<file path="config.mk">
export PLATFORM = sky130hd
export DESIGN_NAME = cordic_sequencer
export DESIGN_NICKNAME = d
export VERILOG_FILES = /design/src/rtl/cordic_sequencer.sv
export SDC_FILE = /design/constraint.sdc
export NUM_CORES = 1
export LEC_CHECK = 0
export CORE_ASPECT_RATIO = 0.6
export CORE_MARGIN = 1
export CORE_UTILIZATION = 41
export CTS_CLUSTER_DIAMETER = 100
export CTS_CLUSTER_SIZE = 30
export DETAILED_ROUTE_END_ITERATION = 8
export PLACE_DENSITY = 0.87
export RECOVER_POWER = 100
export SYNTH_ARGS = -nofsm -noshare
export SYNTH_HDL_FRONTEND = slang
export SYNTH_SLANG_ARGS = --single-unit
</file>
<file path="constraint.sdc">
create_clock -name clk -period 2.74 [get_ports clk]
set_input_delay 0.411 -clock clk [delete_from_list [all_inputs] [get_ports clk]]
set_output_delay 0.411 -clock clk [all_outputs]
set_load 0.01 [all_outputs]
</file>
<file path="src/rtl/cordic_sequencer.sv">
`default_nettype none
// +--------------------------------------------------------------------------+
// | Module      : cordic_sequencer                                           |
// | Description : Sequences one angle request through an external angle      |
// |               normalizer and an iterative CORDIC core, then holds the    |
// |               raw sin/cos results plus the quadrant flip code for a      |
// |               downstream result converter (valid/ready handshake).       |
// | Options     : CORDIC_SEQ_TIMEOUT_EN - bounds the wait for core_done to   |
// |               TIMEOUT cycles and raises a sticky err_timeout on expiry.  |
// | Revision    : 1.0 - initial release                                      |
// +--------------------------------------------------------------------------+
module cordic_sequencer #(
  parameter int WIDTH   = 16,
  parameter int TIMEOUT = 32
) (
  input  logic             clk,
  input  logic             rst_n,
  input  logic             req_valid,
  output logic             req_ready,
  input  logic [WIDTH-1:0] req_angle,
  output logic [WIDTH-1:0] norm_angle_in,
  input  logic [WIDTH-1:0] norm_angle_out,
  input  logic [2:0]       norm_flip,
  output logic             core_start,
  output logic [WIDTH-1:0] core_angle,
  input  logic             core_done,
  input  logic [WIDTH-1:0] core_sin,
  input  logic [WIDTH-1:0] core_cos,
  output logic             res_valid,
  input  logic             res_ready,
  output logic [WIDTH-1:0] res_sin,
  output logic [WIDTH-1:0] res_cos,
  output logic [2:0]       res_flip,
  output logic             err_timeout
);

  typedef enum logic [1:0] {
    ST_IDLE  = 2'd0,
    ST_START = 2'd1,
    ST_WAIT  = 2'd2,
    ST_HOLD  = 2'd3
  } state_t;

  state_t           r_state;
  logic [WIDTH-1:0] r_angle;
  logic [2:0]       r_flip;
  logic             r_req_ready;
  logic             r_core_start;
  logic             r_res_valid;
  logic [WIDTH-1:0] r_res_sin;
  logic [WIDTH-1:0] r_res_cos;
  logic [2:0]       r_res_flip;

`ifdef CORDIC_SEQ_TIMEOUT_EN
  localparam int CNT_W = (TIMEOUT > 1) ? $clog2(TIMEOUT) : 1;

  logic [CNT_W-1:0] r_wait_cnt;
  logic             r_err_timeout;
  logic             w_timeout_hit;

  // Last permitted WAIT cycle: a core_done arriving here still wins.
  assign w_timeout_hit = (r_wait_cnt == CNT_W'(TIMEOUT - 1));
  assign err_timeout   = r_err_timeout;
`else
  logic w_unused_timeout;

  // Without the watchdog the wait is unbounded and the flag never rises.
  assign w_unused_timeout = (TIMEOUT != 0);
  assign err_timeout      = 1'b0;
`endif

  // The normalizer sees the latched request; the core sees the normalizer.
  assign norm_angle_in = r_angle;
  assign core_angle    = norm_angle_out;

  assign req_ready  = r_req_ready;
  assign core_start = r_core_start;
  assign res_valid  = r_res_valid;
  assign res_sin    = r_res_sin;
  assign res_cos    = r_res_cos;
  assign res_flip   = r_res_flip;

  // Sequencer FSM with all outputs registered; reset abandons any operation.
  always_ff @(posedge clk or negedge rst_n) begin
    if (!rst_n) begin
      r_state      <= ST_IDLE;
      r_angle      <= '0;
      r_flip       <= '0;
      r_req_ready  <= 1'b1;
      r_core_start <= 1'b0;
      r_res_valid  <= 1'b0;
      r_res_sin    <= '0;
      r_res_cos    <= '0;
      r_res_flip   <= '0;
`ifdef CORDIC_SEQ_TIMEOUT_EN
      r_wait_cnt    <= '0;
      r_err_timeout <= 1'b0;
`endif
    end else begin
      case (r_state)
        ST_IDLE: begin
          if (req_valid && r_req_ready) begin
            r_angle      <= req_angle;
            r_req_ready  <= 1'b0;
            r_core_start <= 1'b1;
            r_state      <= ST_START;
`ifdef CORDIC_SEQ_TIMEOUT_EN
            r_err_timeout <= 1'b0;
`endif
          end
        end

        ST_START: begin
          // Normalizer has had a full cycle on angle_q; its flip code is settled.
          r_core_start <= 1'b0;
          r_flip       <= norm_flip;
          r_state      <= ST_WAIT;
`ifdef CORDIC_SEQ_TIMEOUT_EN
          r_wait_cnt   <= '0;
`endif
        end

        ST_WAIT: begin
          if (core_done) begin
            r_res_sin   <= core_sin;
            r_res_cos   <= core_cos;
            r_res_flip  <= r_flip;
            r_res_valid <= 1'b1;
            r_state     <= ST_HOLD;
          end
`ifdef CORDIC_SEQ_TIMEOUT_EN
          else if (w_timeout_hit) begin
            // Give up: previous results stay visible but are not re-validated.
            r_err_timeout <= 1'b1;
            r_req_ready   <= 1'b1;
            r_state       <= ST_IDLE;
          end else begin
            r_wait_cnt <= r_wait_cnt + 1'b1;
          end
`endif
        end

        ST_HOLD: begin
          // req_ready rises with the move to IDLE, so the exit cycle never accepts.
          if (res_ready) begin
            r_res_valid <= 1'b0;
            r_req_ready <= 1'b1;
            r_state     <= ST_IDLE;
          end
        end

        default: begin
          r_state <= ST_IDLE;
        end
      endcase
    end
  end

endmodule
`default_nettype wire

</file>
## Word level (Yosys, flattened, before mapping)

Index checks and enable logic that the tools add are counted.

| operators by class | value |
|---|---|
| equal/unequal tests | 6 |
| mux-type cells | 12 |
| reductions and logical operators | 11 |

Operators by type and width:

| kind | number |
|---|---|
| $reduce_and 3->1 | 3 |
| $pmux 2 s4 | 1 |
| $mux 2 | 3 |
| $ne 2x2->1 const B | 3 |
| $pmux 1 s2 | 3 |
| $reduce_and 2->1 | 3 |
| $reduce_bool 2->1 | 3 |
| $mux 1 | 5 |
| $eq 2x2->1 const B | 2 |
| $eq 2x1->1 const B | 1 |
| $logic_not 2->1 | 1 |
| $logic_and 1x1->1 | 1 |

| storage, ports and cells | value |
|---|---|
| bits in registers | 59 |
| output and inout bits | 71 |
| word-level logic and storage cells | 38 |

## Logic depth before layout (Yosys ltp)

| depth | value |
|---|---|
| word-level depth | 3 |
| gate-level depth with buffers | 5 |
| mapped depth without buffers | 5 |

## Least setup slack after synthesis

Ideal clock, no wire load.

| path | value |
|---|---|
| path kind | register -> register |
| from | reg r_state[0] |
| to | reg r_state[1] |
| setup time | 0.125 ns |
| data arrival time | 1.432 ns |
| data required time | 2.615 ns |
| slack | 1.183 ns |
| stages on the path, launching flop included | 6 |
| period minus slack after synthesis | 1.557 ns |
| cell sequence | dfrtp_1 inv_1 ha_1 nor2b_1 a211oi_2 mux2_2 |

| between the ends | value |
|---|---|
| longest elaborated chain between the ends | 3 |

Ends and longest elaborated chain:

| element | RTL line | RTL |
|---|---|---|
| start, declared | 44 | `state_t r_state;` |
| start signal, assigned | 86 | `r_state <= ST_IDLE;` |
| start signal, assigned | 106 | `r_state <= ST_START;` |
| start signal, assigned | 117 | `r_state <= ST_WAIT;` |
| $eq 2x2->1 / $logic_not 2->1 (equally long branches) | 100 | `case (r_state)` |
| $ne 2x2->1 (no source line) | n/a |  |
| $reduce_and 3->1 (no source line) | n/a |  |

Parallel ways exist; a longest one is shown, timed or not.
A chain may end at the register's enable or synchronous reset.

## Final worst setup path

| path | value |
|---|---|
| from | reg r_state[0] |
| to | reg r_angle[13] (netlist: norm_angle_in[13]) |

| between the ends | value |
|---|---|
| longest elaborated chain between the ends | 2 |

Ends and longest elaborated chain:

| element | RTL line | RTL |
|---|---|---|
| $logic_not 2->1 | 100 |  |
| $reduce_and 2->1 (no source line) | n/a |  |
| end signal, assigned | 103 | `r_angle <= req_angle;` |
| end, declared | 45 | `logic [WIDTH-1:0] r_angle;` |

Every way passes these cells.

==> results.cfg <==
[global_route]
grt_first_pass_wirelength_um = 7907
grt_overflow = 0
total_routing_usage_reported_by_global_routing_pct = 16.83
largest_net_degree_at_the_start_of_global_routing = 36
number_of_antenna_violations_at_the_first_check_in_global_routing = 0
first_global_vias = 1665

[hold_path]
worstHoldPathType = register to register
worstHoldPathCells = 1
hold_end = norm_angle_in[1]
worst_hold_startpoint = norm_angle_in[1]

[floorplanning]
die_y_extent_um = 62.24
io_pins = 143
effective_utilization_at_floorplan_pct = 43.49
num_rows = 21
fp.dieArea_sq_mm = 0.006374
design.core.area_sq_mm = 0.005702
die_x_um = 102.4

[drt]
via_per_inst = 4.736
drcViolationCount = 0
drt_pass1_iterations = 4
routedWlPerCell_um = 14.76
drtAntennaViolNets = 0
drt-total-wl_um = 5138
num_vias = 1648
detailedRoute.firstIterationViolations = 61

[synthesis]
summed_instance_area_of_the_synthesized_netlist_sq_mm = 0.002480
yosysWarningCount = 0
netlist_instances = 163
mappedNetlistNets = 242
synth_seq_area_share_pct = 59.59
synth_cell_type_count = 21
yosys.area.top_type = sky130_fd_sc_hd__dfrtp_1
synth.area.top_cells = sky130_fd_sc_hd__dfrtp_1 (59%), sky130_fd_sc_hd__mux2_2 (25%), sky130_fd_sc_hd__buf_4 (5.1%)
synth-seq-cells = 59
synth_area_per_cell_sq_um = 15.21
yosys.area.top_type_share_pct = 58.53

[cells_and_area]
final_common_cell = sky130_fd_sc_hd__dfrtp_1
nNetsFinal = 343
layout-area-overhead-vs-synth_pct = 51.26
drive_gt1_share_pct = 27.61
final_cell_mix = sky130_fd_sc_hd__dfrtp_1 (58), sky130_fd_sc_hd__mux2_2 (55), sky130_fd_sc_hd__clkdlybuf4s50_1 (54), sky130_fd_sc_hd__dlygate4sd3_1 (54), sky130_fd_sc_hd__clkbuf_8 (11)
antennaDiodeCount = 0
final-instance-count-excl-fill = 348
fillers = 417

[worst_setup_path]
timing.critical_path.fanout_max = 16
setup.worst_path.class = register to register
critical_path.endpoint_type = register
r2r_end = norm_angle_in[13]
cp_data_required_time_ns = 2.95
register_to_register_setup_slack_ns = 0.66
worstReg2RegStart = r_state[0]
cp_data_arrival_time_ns = 2.29
cp-start-kind = register
worstRegToRegCells = 4

[outcome]
run_status = finished with violations
failed_checks = max-capacitance violations, max-slew violations

[timing]
setup_failing_eps_final = 0
tns_ns = 0
maxSlewHeadroom_pct = -26.20
slew_violations = 34
fmaxAchievable_ghz = 0.4806
finalWorstPathRequiredPeriod_ns = 2.081
grt_setup_unrepaired = false
hold_violation_count_in_the_final_report = 0
timing_worst_slew_pin_value_ns = 1.893
min_period_over_period_pct = 75.93
clock-skew-final_ns = 0.007345

[clocking]
ctsLongestPathBuffers = 2
postCtsResizedCells = 0
clkTransAtPathRegs_ns = 0.07
h-tree-depth = 3
clock_insertion_delay_worst_skew_ns = 0.33
cts_setup_buffers = 0
clockRootBuffer = sky130_fd_sc_hd__clkbuf_8
cts_tree = done
cts_inserted_buffers = 9
ctsHoldBuffers = 0
number_of_clock_sinks = 59

[placement]
place.detailed.instances = 333
routability_congestion = 0.7526
port-buffer-count = 109
dp_hpwl_um = 3762

[power_and_ir_drop]
power.ir.vdd_worst_mv = 0.5660
power_leakage_nw = 1.631
power_density_mw_per_mm2 = 1130

[flow_run]
drv_cap = 1
==> state kept, by name, summed over array words and instances (netlist names) <==
register / count
norm_angle_in: 16
r_flip: 3
core_start: 1
r_state: 2
res_cos: 16
res_flip: 3
res_sin: 16
res_valid: 1
req_ready: 1
==> power breakdown <==
group / total, mW / switching, mW / leakage (nW) / internal (mW)
sequential: 1.56 / 0.226 / 0.698 / 1.33
combinational: 1.80 / 0.699 / 0.818 / 1.10
clock: 0.885 / 0.328 / 0.115 / 0.557
total: 4.24 / 1.25 / 1.63 / 2.98
==> routing by layer <==
| layer | up-vias | track usage (%) | wire [um] | part of all wire, % |
|---|---|---|---|---|
| met1 | 799 | 21.35 | 2341 | 46 |
| met4 | 0 | 6.429 | 74 | 1.4 |
| met5 | - | 0 | 0 | 0 |
| met3 | 12 | 9.009 | 568 | 11 |
| li1 | 752 | - | - | - |
| met2 | 85 | 24.08 | 2153 | 42 |
==> stage by stage <==
step	power, mW	cell area (sq um)	hold slack [ns]	utilization [%]	worst slack, ns
floorplan	2.517	2480	0.1154	-	1.183
global placement	3.507	3540	0.4874	62.08	0.9131
detailed placement	3.569	3540	0.4925	62.08	0.8495
CTS	4.479	3765	0.1832	66.03	0.8618
global route	4.494	3751	0.5147	65.79	0.5079
finish	4.238	3751	0.4976	65.79	0.6594
==> synthesized netlist by cell type <==
cell,count
sky130_fd_sc_hd__mux2i_1,3
sky130_fd_sc_hd__nand2_1,1
sky130_fd_sc_hd__nand2b_1,1
sky130_fd_sc_hd__ha_1,7
sky130_fd_sc_hd__a2bb2oi_1,1
sky130_fd_sc_hd__nand2_2,1
sky130_fd_sc_hd__o31ai_1,1
sky130_fd_sc_hd__buf_2,3
sky130_fd_sc_hd__conb_1,1
sky130_fd_sc_hd__mux2_2,55
sky130_fd_sc_hd__buf_4,17
sky130_fd_sc_hd__o21ai_0,2
sky130_fd_sc_hd__inv_1,3
sky130_fd_sc_hd__a211oi_2,1
sky130_fd_sc_hd__nand3_2,1
sky130_fd_sc_hd__buf_6,1
sky130_fd_sc_hd__o2bb2ai_1,1
sky130_fd_sc_hd__dfstp_2,1
sky130_fd_sc_hd__nor2b_1,3
sky130_fd_sc_hd__dfrtp_1,58
sky130_fd_sc_hd__nor2_1,1
==> critical path, stage by stage (launching register included) <==
cell	delay [ns]
sky130_fd_sc_hd__dfrtp_1	0.43
sky130_fd_sc_hd__inv_1	0.16
sky130_fd_sc_hd__ha_1	0.26
sky130_fd_sc_hd__nand3_1	0.60
sky130_fd_sc_hd__mux2_2	0.51
==> worst max path at each step <==
stage                     from                 to  slack, ns  cells after the start
finish              r_state[0]  norm_angle_in[13]       0.66                      4
global route        r_state[0]        res_flip[0]       0.51                      5
detailed placement   req_valid  norm_angle_in[13]       0.85                      3
global placement     core_done         res_sin[4]       0.91                      4
floorplan           r_state[0]         r_state[1]       1.18                      5
CTS                  req_ready          req_ready       0.86                      1
==> area by class of cell <==
cell class / instances / area [sq um] / area share [%]
Multi-Input combinational cell: 80 / 827.0 / 22.05
Sequential cell: 59 / 1478 / 39.39
Inverter: 3 / 11.26 / 0.3002
Tap cell: 80 / 100.1 / 2.668
Clock buffer: 11 / 151.4 / 4.036
Clock inverter: 4 / 73.82 / 1.968
Timing Repair Buffer: 111 / 1110 / 29.59
==> kinds of logic (layout without fill, tap and decap cells) <==
group,after synthesis,in the layout,share of synthesized area [%]
adders and majority gates,7,7,3.532
DFF,59,59,59.59
buffers and inverters,24,129,6.660
AOI/OAI and AO/OA,6,6,1.917
and+or+nand+nor,8,8,1.968
muxes,58,58,26.19
other,1,1,0.1512
Power figures use the tool's default switching activity.
